===== src/rtl/mm_bus_pkg.sv =====
// Shared types and constants for the memory-mapped bus arbiter.
// Holds default bus widths, the arbiter state encoding and owner encodings.
package mm_bus_pkg;

    localparam int MM_ADDR_WIDTH_DEF = 8;
    localparam int MM_DATA_WIDTH_DEF = 16;
    localparam int LOCK_CNT_WIDTH    = 8;

    typedef enum logic [1:0] {
        ST_IDLE   = 2'b00,
        ST_ACCESS = 2'b01,
        ST_ACK    = 2'b10
    } arb_state_e;

    typedef enum logic {
        OWNER_M0 = 1'b0,
        OWNER_M1 = 1'b1
    } owner_e;

    localparam logic [1:0] GRANT_NONE = 2'b00;
    localparam logic [1:0] GRANT_M0   = 2'b01;
    localparam logic [1:0] GRANT_M1   = 2'b10;

    function automatic logic [1:0] owner_onehot(input owner_e owner);
        return (owner == OWNER_M1) ? GRANT_M1 : GRANT_M0;
    endfunction

endpackage


===== src/rtl/mm_arb_pick.sv =====
// Combinational 2-way selector: round-robin on ties, or fixed M0 priority
// when MM_ARB_FIXED_PRIO_EN is defined. A held lock restricts the pick to last_owner.
module mm_arb_pick
    import mm_bus_pkg::*;
(
    input  logic [1:0] req_i,
    input  owner_e     last_owner_i,
    input  logic       lock_active_i,
    output logic [1:0] pick_o
);

    // NOTE: pick_o gets a default before any branch so no path leaves it unassigned (no latch).
    always_comb begin
        pick_o = GRANT_NONE;
        if (lock_active_i) begin
            pick_o = req_i & owner_onehot(last_owner_i);
        end else if (req_i == 2'b11) begin
`ifdef MM_ARB_FIXED_PRIO_EN
            pick_o = GRANT_M0;
`else
            pick_o = (last_owner_i == OWNER_M0) ? GRANT_M1 : GRANT_M0;
`endif
        end else begin
            pick_o = req_i;
        end
    end

endmodule


===== src/rtl/mm_bus_arbiter.sv =====
// Two-master arbiter for the shared memory-mapped slave bus: IDLE -> ACCESS -> ACK,
// one write strobe per write, optional bus lock. Tie policy set by MM_ARB_FIXED_PRIO_EN.
module mm_bus_arbiter
    import mm_bus_pkg::*;
#(
    parameter int MM_ADDR_WIDTH = MM_ADDR_WIDTH_DEF,
    parameter int MM_DATA_WIDTH = MM_DATA_WIDTH_DEF,
    parameter int LOCK_MAX      = 16
) (
    input  logic                     clk_sys_i,
    input  logic                     rst_n_i,

    input  logic                     m0_req_i,
    input  logic                     m0_lock_i,
    input  logic [MM_ADDR_WIDTH-1:0] m0_addr_i,
    input  logic [MM_DATA_WIDTH-1:0] m0_wdata_i,
    input  logic                     m0_we_i,
    output logic [MM_DATA_WIDTH-1:0] m0_rdata_o,
    output logic                     m0_ack_o,

    input  logic                     m1_req_i,
    input  logic                     m1_lock_i,
    input  logic [MM_ADDR_WIDTH-1:0] m1_addr_i,
    input  logic [MM_DATA_WIDTH-1:0] m1_wdata_i,
    input  logic                     m1_we_i,
    output logic [MM_DATA_WIDTH-1:0] m1_rdata_o,
    output logic                     m1_ack_o,

    output logic [MM_ADDR_WIDTH-1:0] mm_m_addr_o,
    output logic [MM_DATA_WIDTH-1:0] mm_m_wdata_o,
    output logic                     mm_m_we_o,
    input  logic [MM_DATA_WIDTH-1:0] mm_m_rdata_i,
    output logic [1:0]               grant_o
);

    localparam logic [LOCK_CNT_WIDTH-1:0] LOCK_LAST = LOCK_CNT_WIDTH'(LOCK_MAX - 1);

    arb_state_e                state_q, state_d;
    owner_e                    owner_q, owner_d;
    owner_e                    last_owner_q, last_owner_d;
    logic                      lock_active_q, lock_active_d;
    logic [LOCK_CNT_WIDTH-1:0] lock_cnt_q, lock_cnt_d;
    logic [1:0]                grant_q, grant_d;
    logic [MM_ADDR_WIDTH-1:0]  addr_q, addr_d;
    logic [MM_DATA_WIDTH-1:0]  wdata_q, wdata_d;
    logic                      we_q, we_d;
    logic [MM_DATA_WIDTH-1:0]  m0_rdata_q, m0_rdata_d;
    logic [MM_DATA_WIDTH-1:0]  m1_rdata_q, m1_rdata_d;
    logic                      m0_ack_q, m0_ack_d;
    logic                      m1_ack_q, m1_ack_d;

    logic       last_lock_in;
    logic       owner_lock_in;
    logic       lock_eff;
    logic [1:0] pick;

    assign last_lock_in  = (last_owner_q == OWNER_M1) ? m1_lock_i : m0_lock_i;
    assign owner_lock_in = (owner_q == OWNER_M1) ? m1_lock_i : m0_lock_i;
    // The lock holder releases immediately in IDLE by dropping lock_i.
    assign lock_eff      = lock_active_q & last_lock_in;

    mm_arb_pick u_pick (
        .req_i         ({m1_req_i, m0_req_i}),
        .last_owner_i  (last_owner_q),
        .lock_active_i (lock_eff),
        .pick_o        (pick)
    );

    always_comb begin
        state_d       = state_q;
        owner_d       = owner_q;
        last_owner_d  = last_owner_q;
        lock_active_d = lock_active_q;
        lock_cnt_d    = lock_cnt_q;
        grant_d       = grant_q;
        addr_d        = addr_q;
        wdata_d       = wdata_q;
        we_d          = 1'b0;
        m0_rdata_d    = m0_rdata_q;
        m1_rdata_d    = m1_rdata_q;
        m0_ack_d      = 1'b0;
        m1_ack_d      = 1'b0;

        case (state_q)
            ST_IDLE: begin
                if (lock_active_q && !last_lock_in) begin
                    lock_active_d = 1'b0;
                    lock_cnt_d    = '0;
                end
                if (pick != GRANT_NONE) begin
                    owner_d = pick[1] ? OWNER_M1 : OWNER_M0;
                    grant_d = pick;
                    addr_d  = pick[1] ? m1_addr_i  : m0_addr_i;
                    wdata_d = pick[1] ? m1_wdata_i : m0_wdata_i;
                    we_d    = pick[1] ? m1_we_i    : m0_we_i;
                    state_d = ST_ACCESS;
                end
            end

            ST_ACCESS: begin
                if (!we_q) begin
                    if (owner_q == OWNER_M1) m1_rdata_d = mm_m_rdata_i;
                    else                     m0_rdata_d = mm_m_rdata_i;
                end
                if (owner_q == OWNER_M1) m1_ack_d = 1'b1;
                else                     m0_ack_d = 1'b1;
                state_d = ST_ACK;
            end

            ST_ACK: begin
                last_owner_d = owner_q;
                grant_d      = GRANT_NONE;
                // Reaching the cap forces a release so the other master gets a turn.
                if (owner_lock_in && (lock_cnt_q < LOCK_LAST)) begin
                    lock_active_d = 1'b1;
                    lock_cnt_d    = lock_cnt_q + LOCK_CNT_WIDTH'(1);
                end else begin
                    lock_active_d = 1'b0;
                    lock_cnt_d    = '0;
                end
                state_d = ST_IDLE;
            end

            default: begin
                state_d = ST_IDLE;
                grant_d = GRANT_NONE;
            end
        endcase
    end

    // NOTE: state registers use non-blocking assignments so every flop samples pre-edge values.
    always_ff @(posedge clk_sys_i) begin
        if (!rst_n_i) begin
            state_q       <= ST_IDLE;
            owner_q       <= OWNER_M0;
            last_owner_q  <= OWNER_M1;
            lock_active_q <= 1'b0;
            lock_cnt_q    <= '0;
            grant_q       <= GRANT_NONE;
            addr_q        <= '0;
            wdata_q       <= '0;
            we_q          <= 1'b0;
            m0_rdata_q    <= '0;
            m1_rdata_q    <= '0;
            m0_ack_q      <= 1'b0;
            m1_ack_q      <= 1'b0;
        end else begin
            state_q       <= state_d;
            owner_q       <= owner_d;
            last_owner_q  <= last_owner_d;
            lock_active_q <= lock_active_d;
            lock_cnt_q    <= lock_cnt_d;
            grant_q       <= grant_d;
            addr_q        <= addr_d;
            wdata_q       <= wdata_d;
            we_q          <= we_d;
            m0_rdata_q    <= m0_rdata_d;
            m1_rdata_q    <= m1_rdata_d;
            m0_ack_q      <= m0_ack_d;
            m1_ack_q      <= m1_ack_d;
        end
    end

    assign mm_m_addr_o  = addr_q;
    assign mm_m_wdata_o = wdata_q;
    assign mm_m_we_o    = we_q;
    assign grant_o      = grant_q;
    assign m0_rdata_o   = m0_rdata_q;
    assign m1_rdata_o   = m1_rdata_q;
    assign m0_ack_o     = m0_ack_q;
    assign m1_ack_o     = m1_ack_q;

endmodule

===== config.mk =====
export PLATFORM = sky130hd
export DESIGN_NAME = mm_bus_arbiter
export DESIGN_NICKNAME = d
export VERILOG_FILES = /design/src/rtl/mm_bus_pkg.sv /design/src/rtl/mm_arb_pick.sv /design/src/rtl/mm_bus_arbiter.sv
export SDC_FILE = /design/constraint.sdc
export NUM_CORES = 1
export LEC_CHECK = 0
export BUFFER_PORTS_ARGS = -buffer_cell sky130_fd_sc_hd__buf_4
export CAP_MARGIN = 20
export CORE_MARGIN = 2
export CORE_UTILIZATION = 42
export CTS_CLUSTER_DIAMETER = 80
export CTS_CLUSTER_SIZE = 14
export DETAILED_ROUTE_END_ITERATION = 10
export GPL_TIMING_DRIVEN = 0
export HOLD_SLACK_MARGIN = 0.03
export PLACE_DENSITY = 0.84
export RECOVER_POWER = 25
export SKIP_CTS_REPAIR_TIMING = 1
export SYNTH_ARGS = -nofsm -noshare
export SYNTH_HDL_FRONTEND = slang
export SYNTH_SLANG_ARGS = --single-unit
export TNS_END_PERCENT = 10

===== constraint.sdc =====
create_clock -name clk_sys_i -period 1.7 [get_ports clk_sys_i]
set_input_delay 0.255 -clock clk_sys_i [delete_from_list [all_inputs] [get_ports clk_sys_i]]
set_output_delay 0.255 -clock clk_sys_i [all_outputs]
set_load 0.01 [all_outputs]

==> flow_summary.toml <==
[placement]
dp_hpwl_um = 6380
dp.cells = 584
portBuffers = 131
place_ws_ps = -368
gp_congestion = 0.850

[sta]
setup_viol = 22
rsz0062_at_grt = "yes"
worstMarginPinSlew_ps = 623
skew_ps = 4.54
period_share_pct = 108
worst_slack_ps = -137
fmax_mhz = 544
slew_viol_final = 0
hold_violations = 0
maxSlewHeadroom_pct = 58.4
min_period_ps = 1840

[drt]
wl_per_cell_um = 14.0
drt-initial-drc-count = 73
wl_um = 8410
vias = 3057
viasPerCell = 5.10
remaining_drc_errors = 0
first_pass_iters = 4
ant_nets = 0

[outcome]
status = "complete, but fails checks"
violations = "negative setup slack"

[floorplanning]
placement_rows = 30
dieWidth_um = 88.7
fp.dieArea_um2 = 7860
die_y_um = 88.7
pin_count = 133
fp.coreArea_um2 = 6870
start_util_pct = 43.8

[clock_tree]
cts-root-buf = "clkbuf_8"
clock_sinks = 74
cts_buffer_depth = 2
cts_tree = "built"
insertion_delay_ps = 330
clk_pin_slew_ps = 80
htree_levels = 3
cts_made_buffers = 9

[yosys]
synth.most_common_cell = "nand2_1"
yosysTopAreaCell = "dfxtp_1"
synthArstFlopShare_pct = 0
ys_types = 32
synth_edf_count = 0
synth_cells = 357
synthTopCellsByArea = "dfxtp_1 49%, nand2_1 12%, nor3_1 8.5%"
ys.flop_type = "dfxtp_1"
ys_top_cells_by_count = "96 x nand2_1, 74 x dfxtp_1, 51 x nor3_1"
yosys_warnings = 0
netlist_area_um2 = 3010
syn_nets = 430
synth-seq-cells = 74
synth.top_cell.area_share_pct = 49.2
postSynthAreaPerCell_um2 = 8.44
ys_seq_area_share_pct = 49.2

[finish]
drive_gt1_share_pct = 32.4
fin_nets = 571
syn_to_final_growth_pct = 43.6
instances_no_fill = 599
diodes = 0
fillers = 619

[global_routing]
grt_overflow = 0
busiest_layer = "met2"
grt_util_met2_pct = 36.5
grt_pass1_vias = 3006
antenna_found_initial = 0
grtUsageTotal_pct = 21.6
use_met1_pct = 25.9
grt_util_met3_pct = 5.69
grt_first_pass_wirelength_um = 13300
grt_max_degree = 13

[worst_setup_path]
crit_fanout = 10
crit_path_end_kind = "flop"
worst-setup-path-type = "flop to flop"
start_kind = "flop"
worst-endpoint-required_ps = 1950
worstPathArrival_ps = 2090

[power]
peakVddDrop_uv = 492
seqPwrFrac_pct = 43.9
power_leakage_nw = 1.78
pwr-share-clk_pct = 37.2
switching_share_pct = 25.8
p_int_mw = 3.29
p_per_area_nw_per_um2 = 1030
pwr-share-comb_pct = 18.9
netSwitchingPower_mw = 1.14

[worst_hold_path]
min_path_type = "input pin to flop"

[job]
drv_cap = 0
-- power groups by stage --
stage	clock (mW)	combinational [mW]	sequential (mW)
after floorplan	0	0.375	2.03
after global placement	0	0.836	1.98
after detailed placement	0	0.856	1.99
after CTS	1.67	0.859	1.95
after global routing	1.75	0.920	1.96
final	1.65	0.838	1.95
-- metrics by stage --
step	setup TNS [ps]	instance area, um2	total power, mW	hold WS [ps]	util (%)
2_1_floorplan	0	3020	2.41	391	-
3_5_place_dp	-13210	4120	2.84	448	60.0
3_3_place_gp	-12070	4120	2.82	444	60.0
6_report	-2260	4330	4.43	179	63.0
4_1_cts	-12590	4370	4.47	167	63.6
5_1_grt	-5550	4330	4.63	164	63.0
-- sequential cells by signal, summed over array words and instances (netlist names), 2 cells and up --
signal        flops
grant_o           2
m1_rdata_o       16
state_q           2
mm_m_addr_o       8
lock_cnt_q        8
mm_m_wdata_o     16
m0_rdata_o       16
-- cell families (layout without fill, tap and decap cells) --
family	after synthesis	in the layout	synth area share (%)
AND/OR/NAND/NOR	174	174	26.0
flip-flops	74	74	49.2
AO/OA/AOI/OAI	71	71	18.2
buffers and inverters	34	180	5.23
multiplexers	3	3	1.04
adder cells (fa/ha/maj)	1	1	0.415
-- area by class of cell --
| type | instances | area, um2 | area share [%] |
|---|---|---|---|
| flip-flops and latches | 74 | 1490 | 34.3 |
| multi-input cells | 249 | 1400 | 32.3 |
| repair buffers | 131 | 901 | 20.8 |
| plain buffers | 28 | 161 | 3.73 |
| clock buffers | 12 | 145 | 3.36 |
| well taps | 96 | 120 | 2.78 |
| clock inverters | 4 | 98.8 | 2.29 |
| inverters | 5 | 18.8 | 0.434 |
-- cells in the final DEF, fill, tap and decap left out, types with 4 or more instances in the layout --
cell and instances:
buf_4 109, nand2_1 96, dfxtp_1 73, nor3_1 51
clkbuf_1 39, a21oi_1 33, a211oi_2 18, clkbuf_8 10
clkbuf_2 7, and2_1 6, a211oi_1 6, inv_1 5
o21ai_0 4
-- critical path, cell delays in order (launching register included) --
cell and delay [ps]:
dfxtp_4 390, and3b_1 190, a311o_1 280, buf_6 150, a211o_1 270, buf_6 150
buf_12 150, a211oi_2 180
-- layer usage --
| layer | wire (um) | part of all wire, % |
|---|---|---|
| met3 | 774 | 9.2 |
| met1 | 3600 | 43 |
| met4 | 147 | 1.7 |
| met5 | 0 | 0 |
| met2 | 3890 | 46 |
-- worst paths after layout --
path	depth (start not counted)	start	to	slack (ps)
worst max-delay path	7	last_owner_q$_SDFFE_PN1P_	mm_m_addr_o[1]$_SDFFE_PN0P_	-140
worst min-delay path	3	mm_m_rdata_i[15]	m1_rdata_o[15]$_SDFFE_PN0P_	180
worst max register to register	7	last_owner_q$_SDFFE_PN1P_	mm_m_addr_o[1]$_SDFFE_PN0P_	-140
worst min register to register	2	m1_rdata_o[7]$_SDFFE_PN0P_	m1_rdata_o[7]$_SDFFE_PN0P_	460
(Power assumes the default switching activity.)
